### config.mk
export PLATFORM = sky130hd
export DESIGN_NAME = axi_rd_arbiter
export DESIGN_NICKNAME = d
export VERILOG_FILES = /design/src/rtl/axi_rd_arbiter.sv
export SDC_FILE = /design/constraint.sdc
export NUM_CORES = 1
export LEC_CHECK = 0
export CAP_MARGIN = 30
export CORE_ASPECT_RATIO = 2
export CORE_MARGIN = 2
export CORE_UTILIZATION = 37
export CTS_CLUSTER_DIAMETER = 80
export DETAILED_ROUTE_END_ITERATION = 10
export PLACE_DENSITY = 0.86
export SYNTH_ARGS = -nofsm -noshare
export SYNTH_HDL_FRONTEND = slang
export SYNTH_SLANG_ARGS = --single-unit
### constraint.sdc
create_clock -name aclk -period 3.3 [get_ports aclk]
set_input_delay 0.66 -clock aclk [delete_from_list [all_inputs] [get_ports aclk]]
set_output_delay 0.66 -clock aclk [all_outputs]
set_load 0.02 [all_outputs]
### src/rtl/axi_rd_arbiter.sv
// ---------------------------------------------------------------------------
// axi_rd_arbiter
//   Shares a single AXI4 master read channel (AR + R) between two internal
//   requesters. A requester hands over an address and an arlen-encoded beat
//   count; the granted requester then sees the returned R beats on its own
//   valid/ready pair. Only one burst is outstanding at a time, requesters
//   are served round-robin, and the burst ends by internal beat count.
//
// Ports
//   aclk, areset          clock, synchronous active-high reset
//   req_valid/req_ready   per-requester command handshake (ready is one-hot)
//   req_addr, req_len     per-requester byte address and beats-1
//   rsp_valid/rsp_ready   per-requester response beat handshake
//   rsp_data, rsp_resp    shared beat data / rresp, qualified by rsp_valid
//   rsp_last              final beat of the burst by internal count
//   m_ar*                 AXI AR channel (arsize/arburst are constants)
//   m_r*                  AXI R channel
//   err_len               sticky: m_rlast disagreed with the beat count
//   busy                  a burst is being issued or returned
// ---------------------------------------------------------------------------
module axi_rd_arbiter #(
    parameter int DATA_WIDTH = 32,
    parameter int ADDR_WIDTH = 32,
    parameter int NUM_REQ    = 2
) (
    input  logic                          aclk,
    input  logic                          areset,
    input  logic [NUM_REQ-1:0]            req_valid,
    output logic [NUM_REQ-1:0]            req_ready,
    input  logic [NUM_REQ*ADDR_WIDTH-1:0] req_addr,
    input  logic [NUM_REQ*8-1:0]          req_len,
    output logic [NUM_REQ-1:0]            rsp_valid,
    input  logic [NUM_REQ-1:0]            rsp_ready,
    output logic [DATA_WIDTH-1:0]         rsp_data,
    output logic [1:0]                    rsp_resp,
    output logic                          rsp_last,
    output logic [ADDR_WIDTH-1:0]         m_araddr,
    output logic [7:0]                    m_arlen,
    output logic [2:0]                    m_arsize,
    output logic [1:0]                    m_arburst,
    output logic                          m_arvalid,
    input  logic                          m_arready,
    input  logic [DATA_WIDTH-1:0]         m_rdata,
    input  logic [1:0]                    m_rresp,
    input  logic                          m_rlast,
    input  logic                          m_rvalid,
    output logic                          m_rready,
    output logic                          err_len,
    output logic                          busy
);

    localparam logic [2:0] LP_ARSIZE = 3'($clog2(DATA_WIDTH / 8));

    typedef enum logic [1:0] {
        S_IDLE = 2'd0,
        S_ADDR = 2'd1,
        S_DATA = 2'd2
    } state_t;

    state_t                  r_state;
    state_t                  w_state_nxt;
    logic                    r_gnt;       // requester owning the current burst
    logic                    r_prio;      // requester that wins a tie in IDLE
    logic [7:0]              r_cnt;       // beats remaining after the current one
    logic [ADDR_WIDTH-1:0]   r_araddr;
    logic [7:0]              r_arlen;
    logic                    r_err_len;

    logic                    w_gnt_sel;
    logic [ADDR_WIDTH-1:0]   w_sel_addr;
    logic [7:0]              w_sel_len;
    logic                    w_accept;
    logic                    w_beat;
    logic                    w_cnt_zero;

    assign w_cnt_zero = (r_cnt == 8'd0);

    // Round-robin pick: on a tie the requester that was not served last wins
    always_comb begin
        w_gnt_sel = 1'b0;
        if (req_valid[0] && req_valid[1]) begin
            w_gnt_sel = r_prio;
        end else if (req_valid[1]) begin
            w_gnt_sel = 1'b1;
        end else begin
            w_gnt_sel = 1'b0;
        end
    end

    // Command fields of the selected requester
    always_comb begin
        w_sel_addr = '0;
        w_sel_len  = 8'd0;
        if (w_gnt_sel) begin
            w_sel_addr = req_addr[ADDR_WIDTH +: ADDR_WIDTH];
            w_sel_len  = req_len[8 +: 8];
        end else begin
            w_sel_addr = req_addr[0 +: ADDR_WIDTH];
            w_sel_len  = req_len[0 +: 8];
        end
    end

    // FSM state register
    always_ff @(posedge aclk) begin
        if (areset) begin
            r_state <= S_IDLE;
        end else begin
            r_state <= w_state_nxt;
        end
    end

    // FSM next state and the combinational handshake/pass-through outputs
    always_comb begin
        w_state_nxt = r_state;
        req_ready   = '0;
        rsp_valid   = '0;
        rsp_data    = '0;
        rsp_resp    = 2'b00;
        rsp_last    = 1'b0;
        m_rready    = 1'b0;
        w_accept    = 1'b0;
        w_beat      = 1'b0;
        case (r_state)
            S_IDLE: begin
                if (|req_valid) begin
                    w_accept             = 1'b1;
                    req_ready[w_gnt_sel] = 1'b1;
                    w_state_nxt          = S_ADDR;
                end else begin
                    w_state_nxt = S_IDLE;
                end
            end
            S_ADDR: begin
                if (m_arready) begin
                    w_state_nxt = S_DATA;
                end else begin
                    w_state_nxt = S_ADDR;
                end
            end
            S_DATA: begin
                // No buffering: the granted requester's ready drives rready
                // directly, so backpressure reaches the slave in-cycle.
                rsp_valid[r_gnt] = m_rvalid;
                m_rready         = rsp_ready[r_gnt];
                rsp_data         = m_rdata;
                rsp_resp         = m_rresp;
                rsp_last         = w_cnt_zero;
                w_beat           = m_rvalid & rsp_ready[r_gnt];
                if (w_beat && w_cnt_zero) begin
                    w_state_nxt = S_IDLE;
                end else begin
                    w_state_nxt = S_DATA;
                end
            end
            default: begin
                w_state_nxt = S_IDLE;
            end
        endcase
    end

    // Command latch, beat counter and round-robin priority
    always_ff @(posedge aclk) begin
        if (areset) begin
            r_gnt    <= 1'b0;
            r_prio   <= 1'b0;
            r_cnt    <= 8'd0;
            r_araddr <= '0;
            r_arlen  <= 8'd0;
        end else if (w_accept) begin
            r_gnt    <= w_gnt_sel;
            r_araddr <= w_sel_addr;
            r_arlen  <= w_sel_len;
            r_cnt    <= w_sel_len;
        end else if (w_beat) begin
            // Priority moves only when a burst has fully returned; the
            // requester just served loses the next tie.
            if (w_cnt_zero) begin
                r_prio <= ~r_gnt;
            end else begin
                r_cnt <= r_cnt - 8'd1;
            end
        end
    end

    // Sticky length check: rlast must coincide with the final counted beat
    always_ff @(posedge aclk) begin
        if (areset) begin
            r_err_len <= 1'b0;
        end else if (w_beat && (m_rlast != w_cnt_zero)) begin
            r_err_len <= 1'b1;
        end
    end

    assign m_araddr  = r_araddr;
    assign m_arlen   = r_arlen;
    assign m_arsize  = LP_ARSIZE;
    assign m_arburst = 2'b01;
    assign m_arvalid = (r_state == S_ADDR);
    assign err_len   = r_err_len;
    assign busy      = (r_state != S_IDLE);

endmodule

==> summary.txt, run 1 <==
Power and ir drop
  – NetSw: 0.637 mW
  – Sw Ratio: 31.5%
  – P per Cell Area: 401 nW/um2
  – Logic pwr share: 36.4%
  – Reg power frac: 37.7%
  – Lkg Pwr: 1.88 nW
  – Peak VDD IR: 0.290 mV
  – Clk pwr share: 25.9%
  – Int Pwr: 1.39 mW

Logic synthesis
  – Number of flops mapped to enable cells by yosys: 0
  – Most common flop cell mapped by yosys: dfxtp_1
  – Yosys cell types: 56
  – Average cell area after synthesis: 8.32 um2
  – Synthesized cell area: 2860 um2
  – Synth Instances: 344
  – Seq cells post-synth: 53
  – Yosys synthesis warning count: 0
  – Synth async-reset ratio: 0%
  – Seq/Total Area, Yosys: 37.1%

STA
  – Worst hold margin: 0.453 ns
  – Slew Viols, Final: 0
  – Relative slew slack: 61.5%
  – TNS Setup: 0 ns
  – Max frequency: 332 MHz
  – Least-Margin Pin Slew: 0.573 ns
  – Tmin final: 3.01 ns
  – Final period util: 91.2%
  – Worst Skew: 0.00906 ns
  – Setup WS post-layout: 0.289 ns
  – Final hold violations: 0
  – RSZ-0062 raised after global routing: false
  – # setup viols final: 0

Global route
  – Pin count of the biggest net entering global routing: 40
  – First-pass GRT wire length: 15800 um
  – Initial antenna violation count: 0
  – GRT Residual Overflow: 0
  – Vias in the first global route: 3282
  – GRT Resource Usage Total: 24.2%

Route
  – DRC: 0
  – DRT Wirelength: 10700 um
  – Pre-antenna DRT Iters: 5
  – Vias per cell: 5.43
  – Via count: 3425
  – WL per Instance: 16.9 um
  – Starting DRT DRC Count: 163
  – DRT antenna net count: 0

Setup path
  – Worst R2R Setup Slack: 1.35 ns
  – WP data required: 2.64 ns
  – Critical Path Start: req_valid[0]
  – Crit Path Class: in2out
  – Worst Setup End Kind: primary output
  – FF-to-FF path depth: 6
  – CP Max Fanout: 5
  – Reg2Reg Launch Point: r_state[1]$_SDFF_PP0_
  – Critical R2R Capture: m_araddr[13]$_SDFFE_PP0P_
  – Startpoint types: primary input
  – Worst EP arrival: 2.35 ns
  – Critical Path End: req_ready[0]

Floorplan
  – Die W: 66.2 um
  – Die Height: 128 um
  – Site row count: 45
  – Full die area: 8500 um2
  – Core Region: 7540 um2
  – Initial cell density of the core: 37.9%
  – I/O Pins: 211

Clock tree
  – CTS resizes: 0
  – Num CTS Buffers: 5
  – Reg clk slew, reported paths: 0.07 ns
  – Maximum clock insertion buffer count: 2
  – Clk sinks: 53
  – H-tree depth: 2
  – TritonCTS clock tree: yes
  – Root Driver: clkbuf_16
  – Worst-skew pair later-pin latency: 0.29 ns
  – Hold Buf Count CTS: 0
  – Postcts setup bufs: 0

Place
  – I/O Buffers: 205
  – Hpwl dp: 8470 um
  – Gpl congestion: 0.862
  – Dpl ws: 0.278 ns
  – Inst Count DP: 624

Finish
  – Layout cells sized above 1: 5.77%
  – Ant diodes: 0
  – Fin nets: 661
  – Commonest non-fill, non-tap cell in the layout: clkdlybuf4s50_1
  – Area growth, synth to finish: 76.3%
  – Most frequent cells in the layout: clkdlybuf4s50_1, dfxtp_1, nor2_1
  – Fillers: 623
  – Final Non-Filler Cells: 631

Flow run
  – Max_cap viols: 0

Worst hold path
  – HP Class: reg2reg

Status
  – Status: finished, final reports clean
## cells in the mapped netlist, drive strengths merged (3+ instances only)
cell	n	share of area [%]
nor2	42	6.0
o21a	3	0.79
dfxtp	53	37
buf	16	3.8
and2	34	7.4
and3	4	0.87
nand2b	3	0.66
nand2	31	4.1
a31oi	3	0.66
a21boi	3	0.79
mux2i	3	1.0
a311oi	19	5.8
nand3	22	3.8
clkbuf	15	3.4
inv	7	0.92
o21ai	5	0.87
a222oi	6	2.1
a21oi	18	3.1
a211oi	3	1.2
a22oi	10	2.6
nor3	8	1.6
or4	3	0.92
## per-layer routing
layer | global-route usage [%] | share of wire, % | vias to the layer above
met5 | 0 | 0 | -
met2 | 45.0 | 54 | 191
li1 | - | - | 1619
met1 | 21.7 | 31 | 1580
met4 | 15.8 | 6.4 | 0
met3 | 6.73 | 8.6 | 35
## per-stage QoR
step / util [%] / total power [mW] / instance area [um2]
CTS: 66.9 / 2.04 / 5040
floorplan: - / 1.16 / 2870
global placement: 64.9 / 1.50 / 4900
detailed placement: 64.9 / 1.51 / 4900
global route: 66.9 / 2.12 / 5040
finish: 66.9 / 2.03 / 5040
## worst max-delay path: stages
cell and delay, ns:
clkdlybuf4s50_1 0.52, a21bo_2 0.26, nor2_1 0.24, clkdlybuf4s50_1 0.67
## power groups by stage
| stage | sequential (mW) | combinational [mW] | clock, mW |
|---|---|---|---|
| after floorplan | 0.837 | 0.322 | 0 |
| after global placement | 0.775 | 0.721 | 0 |
| after detailed placement | 0.777 | 0.736 | 0 |
| after CTS | 0.764 | 0.739 | 0.536 |
| after global routing | 0.773 | 0.788 | 0.557 |
| final | 0.764 | 0.737 | 0.525 |
## how the worst min path moves through the flow
| stage | start | to | slack, ns | cells after the start |
|---|---|---|---|---|
| 3_5_place_dp | m_araddr[26]$_SDFFE_PP0P_ | m_araddr[26]$_SDFFE_PP0P_ | 0.45 | 2 |
| 2_1_floorplan | r_cnt[7]$_SDFFE_PP0P_ | r_cnt[7]$_SDFFE_PP0P_ | 0.49 | 2 |
| 4_1_cts | m_araddr[22]$_SDFFE_PP0P_ | m_araddr[22]$_SDFFE_PP0P_ | 0.45 | 2 |
| 3_3_place_gp | err_len$_SDFFE_PP0P_ | err_len$_SDFFE_PP0P_ | 0.44 | 2 |
| 6_report | m_araddr[17]$_SDFFE_PP0P_ | m_araddr[17]$_SDFFE_PP0P_ | 0.45 | 2 |
| 5_1_grt | m_araddr[26]$_SDFFE_PP0P_ | m_araddr[26]$_SDFFE_PP0P_ | 0.47 | 2 |
## registers in the layout (all words and copies together), names as in the netlist
register  count
r_gnt         1
r_state       2
r_prio        1
m_araddr     32
err_len       1
m_arlen       8
r_cnt         8
## area by class of cell
class / count / area [um2] / area share, %
inverter: 7 / 26.3 / 0.521
clock inverter: 1 / 7.51 / 0.149
sequential: 53 / 1060 / 21.0
multi-input combinational: 256 / 1580 / 31.3
clock buffer: 6 / 139 / 2.75
timing repair buffer: 214 / 2110 / 41.9
tap: 94 / 118 / 2.33
## cells by family (layout without fill, tap and decap cells)
| kind of cell | Yosys count | in the layout | share of synthesized area, % |
|---|---|---|---|
| AND/OR/NAND/NOR | 161 | 161 | 29.4 |
| AO/OA/AOI/OAI | 84 | 84 | 23.0 |
| flip-flops | 53 | 53 | 37.1 |
| buffers and inverters | 38 | 228 | 8.13 |
| multiplexers | 4 | 4 | 1.44 |
| other | 2 | 5 | 0.262 |
| adder cells (fa/ha/maj) | 1 | 1 | 0.437 |
| XOR/XNOR | 1 | 1 | 0.306 |
(Power assumes the default switching activity.)
==> inputs of run 2 (changes only) <==
CAP_MARGIN = default   (was 30)
MAX_ROUTING_LAYER = met4   (was default)
SKIP_LAST_GASP = 1   (was default)
==> run 2 against run 1 <==
Against the previous run:
- sequential power about the same
- critical path depth unchanged
- highest routed layer unchanged
- clock-buffer cell count unchanged
- power about the same
- combinational power about the same
- largest cell class unchanged
- flip-flop and latch count unchanged
==> summary.txt, run 2 (synthesis gave the netlist of run 1 again) <==
Clock tree
  – Hold Buf Count CTS: 0 (unchanged)
  – Maximum clock insertion buffer count: 2 (unchanged)
  – Num CTS Buffers: 5 (unchanged)
  – Reg clk slew, reported paths: 0.07 ns (about the same)
  – Worst-skew pair later-pin latency: 0.29 ns (about the same)
  – H-tree depth: 2 (unchanged)
  – Postcts setup bufs: 0 (unchanged)
  – Clk sinks: 53 (unchanged)
  – TritonCTS clock tree: yes
  – CTS resizes: 0 (unchanged)
  – Root Driver: clkbuf_16

Route
  – WL per Instance: 17.0 um (+0.37%)
  – DRC: 0 (unchanged)
  – Via count: 3429 (+0.12%)
  – DRT antenna net count: 0 (unchanged)
  – DRT Wirelength: 10700 um (+0.37%)
  – Starting DRT DRC Count: 167 (+2.5%)
  – Pre-antenna DRT Iters: 6 (+1)
  – Vias per cell: 5.43 (+0.12%)

Finish
  – Fin nets: 661 (unchanged)
  – Area growth, synth to finish: 76.3% (unchanged)
  – Ant diodes: 0 (unchanged)
  – Layout cells sized above 1: 5.77% (unchanged)
  – Final Non-Filler Cells: 631 (unchanged)
  – Layout Utilization: 66.9% (unchanged)
  – Most frequent cells in the layout: clkdlybuf4s50_1, dfxtp_1, nor2_1
  – Largest register FFs: 32 (unchanged)
  – Final std cell area, no fill: 5040 um2 (unchanged)
  – Commonest non-fill, non-tap cell in the layout: clkdlybuf4s50_1

Floorplan
  – Site row count: 45 (unchanged)
  – Die Height: 128 um (unchanged)
  – Initial cell density of the core: 37.9% (unchanged)
  – Core Region: 7540 um2 (unchanged)
  – Die W: 66.2 um (unchanged)
  – Full die area: 8500 um2 (unchanged)
  – I/O Pins: 211 (unchanged)

STA
  – # setup viols final: 0 (unchanged)
  – Final period util: 91.2% (about the same)
  – Max frequency: 332 MHz (about the same)
  – Setup WS post-layout: 0.290 ns (+0.000247 ns)
  – Worst Skew: 0.00900 ns (-0.0000581 ns)
  – TNS Setup: 0 ns (unchanged)
  – Slew Viols, Final: 0 (unchanged)
  – Relative slew slack: 61.6% (+0.084 points)
  – Least-Margin Pin Slew: 0.571 ns (-0.00126 ns)
  – RSZ-0062 raised after global routing: false
  – Tmin final: 3.01 ns (-0.000247 ns)
  – Final hold violations: 0 (unchanged)
  – Worst hold margin: 0.453 ns (+0.000294 ns)

Setup path
  – Critical R2R Capture: m_araddr[13]$_SDFFE_PP0P_
  – WP data required: 2.64 ns (about the same)
  – Worst Setup End Kind: primary output
  – Startpoint types: primary input
  – CP Max Fanout: 5 (unchanged)
  – FF-to-FF path depth: 6 (unchanged)
  – Crit Path Class: in2out
  – Worst EP arrival: 2.35 ns (about the same)
  – Reg2Reg Launch Point: r_state[1]$_SDFF_PP0_
  – Worst R2R Setup Slack: 1.33 ns (-0.02 ns)

Worst hold path
  – Worst hold start: m_araddr[17]$_SDFFE_PP0P_
  – Worst Hold End: m_araddr[17]$_SDFFE_PP0P_
  – Hold path cells: 2 (unchanged)
  – HP Class: reg2reg

Flow run
  – Max_cap viols: 0 (unchanged)

Global route
  – Vias in the first global route: 3280 (-0.061%)
  – Pin count of the biggest net entering global routing: 40 (unchanged)
  – First-pass GRT wire length: 15800 um (about the same)
  – Initial antenna violation count: 0 (unchanged)
  – GRT Residual Overflow: 0 (unchanged)
  – GRT Resource Usage Total: 24.9% (+0.70 points)

Place
  – Post-DP Area: 4900 um2 (unchanged)
  – I/O Buffers: 205 (unchanged)
  – Gpl congestion: 0.876 (+1.6%)
  – Inst Count DP: 624 (unchanged)
  – Dpl ws: 0.278 ns (unchanged)
  – Hpwl dp: 8470 um (unchanged)

Power and ir drop
  – Power, Total: 2.03 mW (about the same)
  – Peak VDD IR: 0.289 mV (-0.11%)
  – P per Cell Area: 401 nW/um2 (about the same)
  – Lkg Pwr: 1.88 nW (unchanged)

Status
  – Status: finished, final reports clean
## run 2: cell counts in the layout (fill, tap and decap cells not counted)
Identical to the previous run, type by type.
## run 2: worst max-delay path by stage
stage | slack, ns | cells past startpoint | start | to
CTS | 0.27 | 4 | req_valid[0] | req_ready[0]
finish | 0.29 | 4 | req_valid[0] | req_ready[0]
global placement | 0.28 | 4 | req_valid[0] | req_ready[0]
detailed placement | 0.28 | 4 | req_valid[0] | req_ready[0]
floorplan | 1.05 | 4 | r_cnt[0]$_SDFFE_PP0P_ | rsp_last
global route | 0.21 | 5 | r_cnt[1]$_SDFFE_PP0P_ | rsp_last
## run 2: area by class of cell
type                            count  area, um2
Clock buffer                        6        139
Clock inverter                      1       7.51
Fill cell                         623       2500
Inverter                            7       26.3
Multi-Input combinational cell    256       1580
Sequential cell                    53       1060
Tap cell                           94        118
Timing Repair Buffer              214       2110
## run 2: critical path: stages
cell and delay (ns):
clkdlybuf4s50_1 0.52, a21bo_2 0.26, nor2_1 0.24, clkdlybuf4s50_1 0.67
## run 2: routing by layer
metal | wire [um] | up-vias | GRT usage [%]
li1 | - | 1622 | -
met1 | 3430 | 1563 | 22.1
met5 | 0 | - | -
met2 | 5690 | 205 | 45.1
met4 | 690 | 0 | 15.8
met3 | 917 | 39 | 6.03
## run 2: power breakdown
group | total [mW] | switching [mW] | internal (mW)
Clock | 0.523 | 0.225 | 0.298
Sequential | 0.764 | 0.0526 | 0.711
Combinational | 0.738 | 0.359 | 0.379
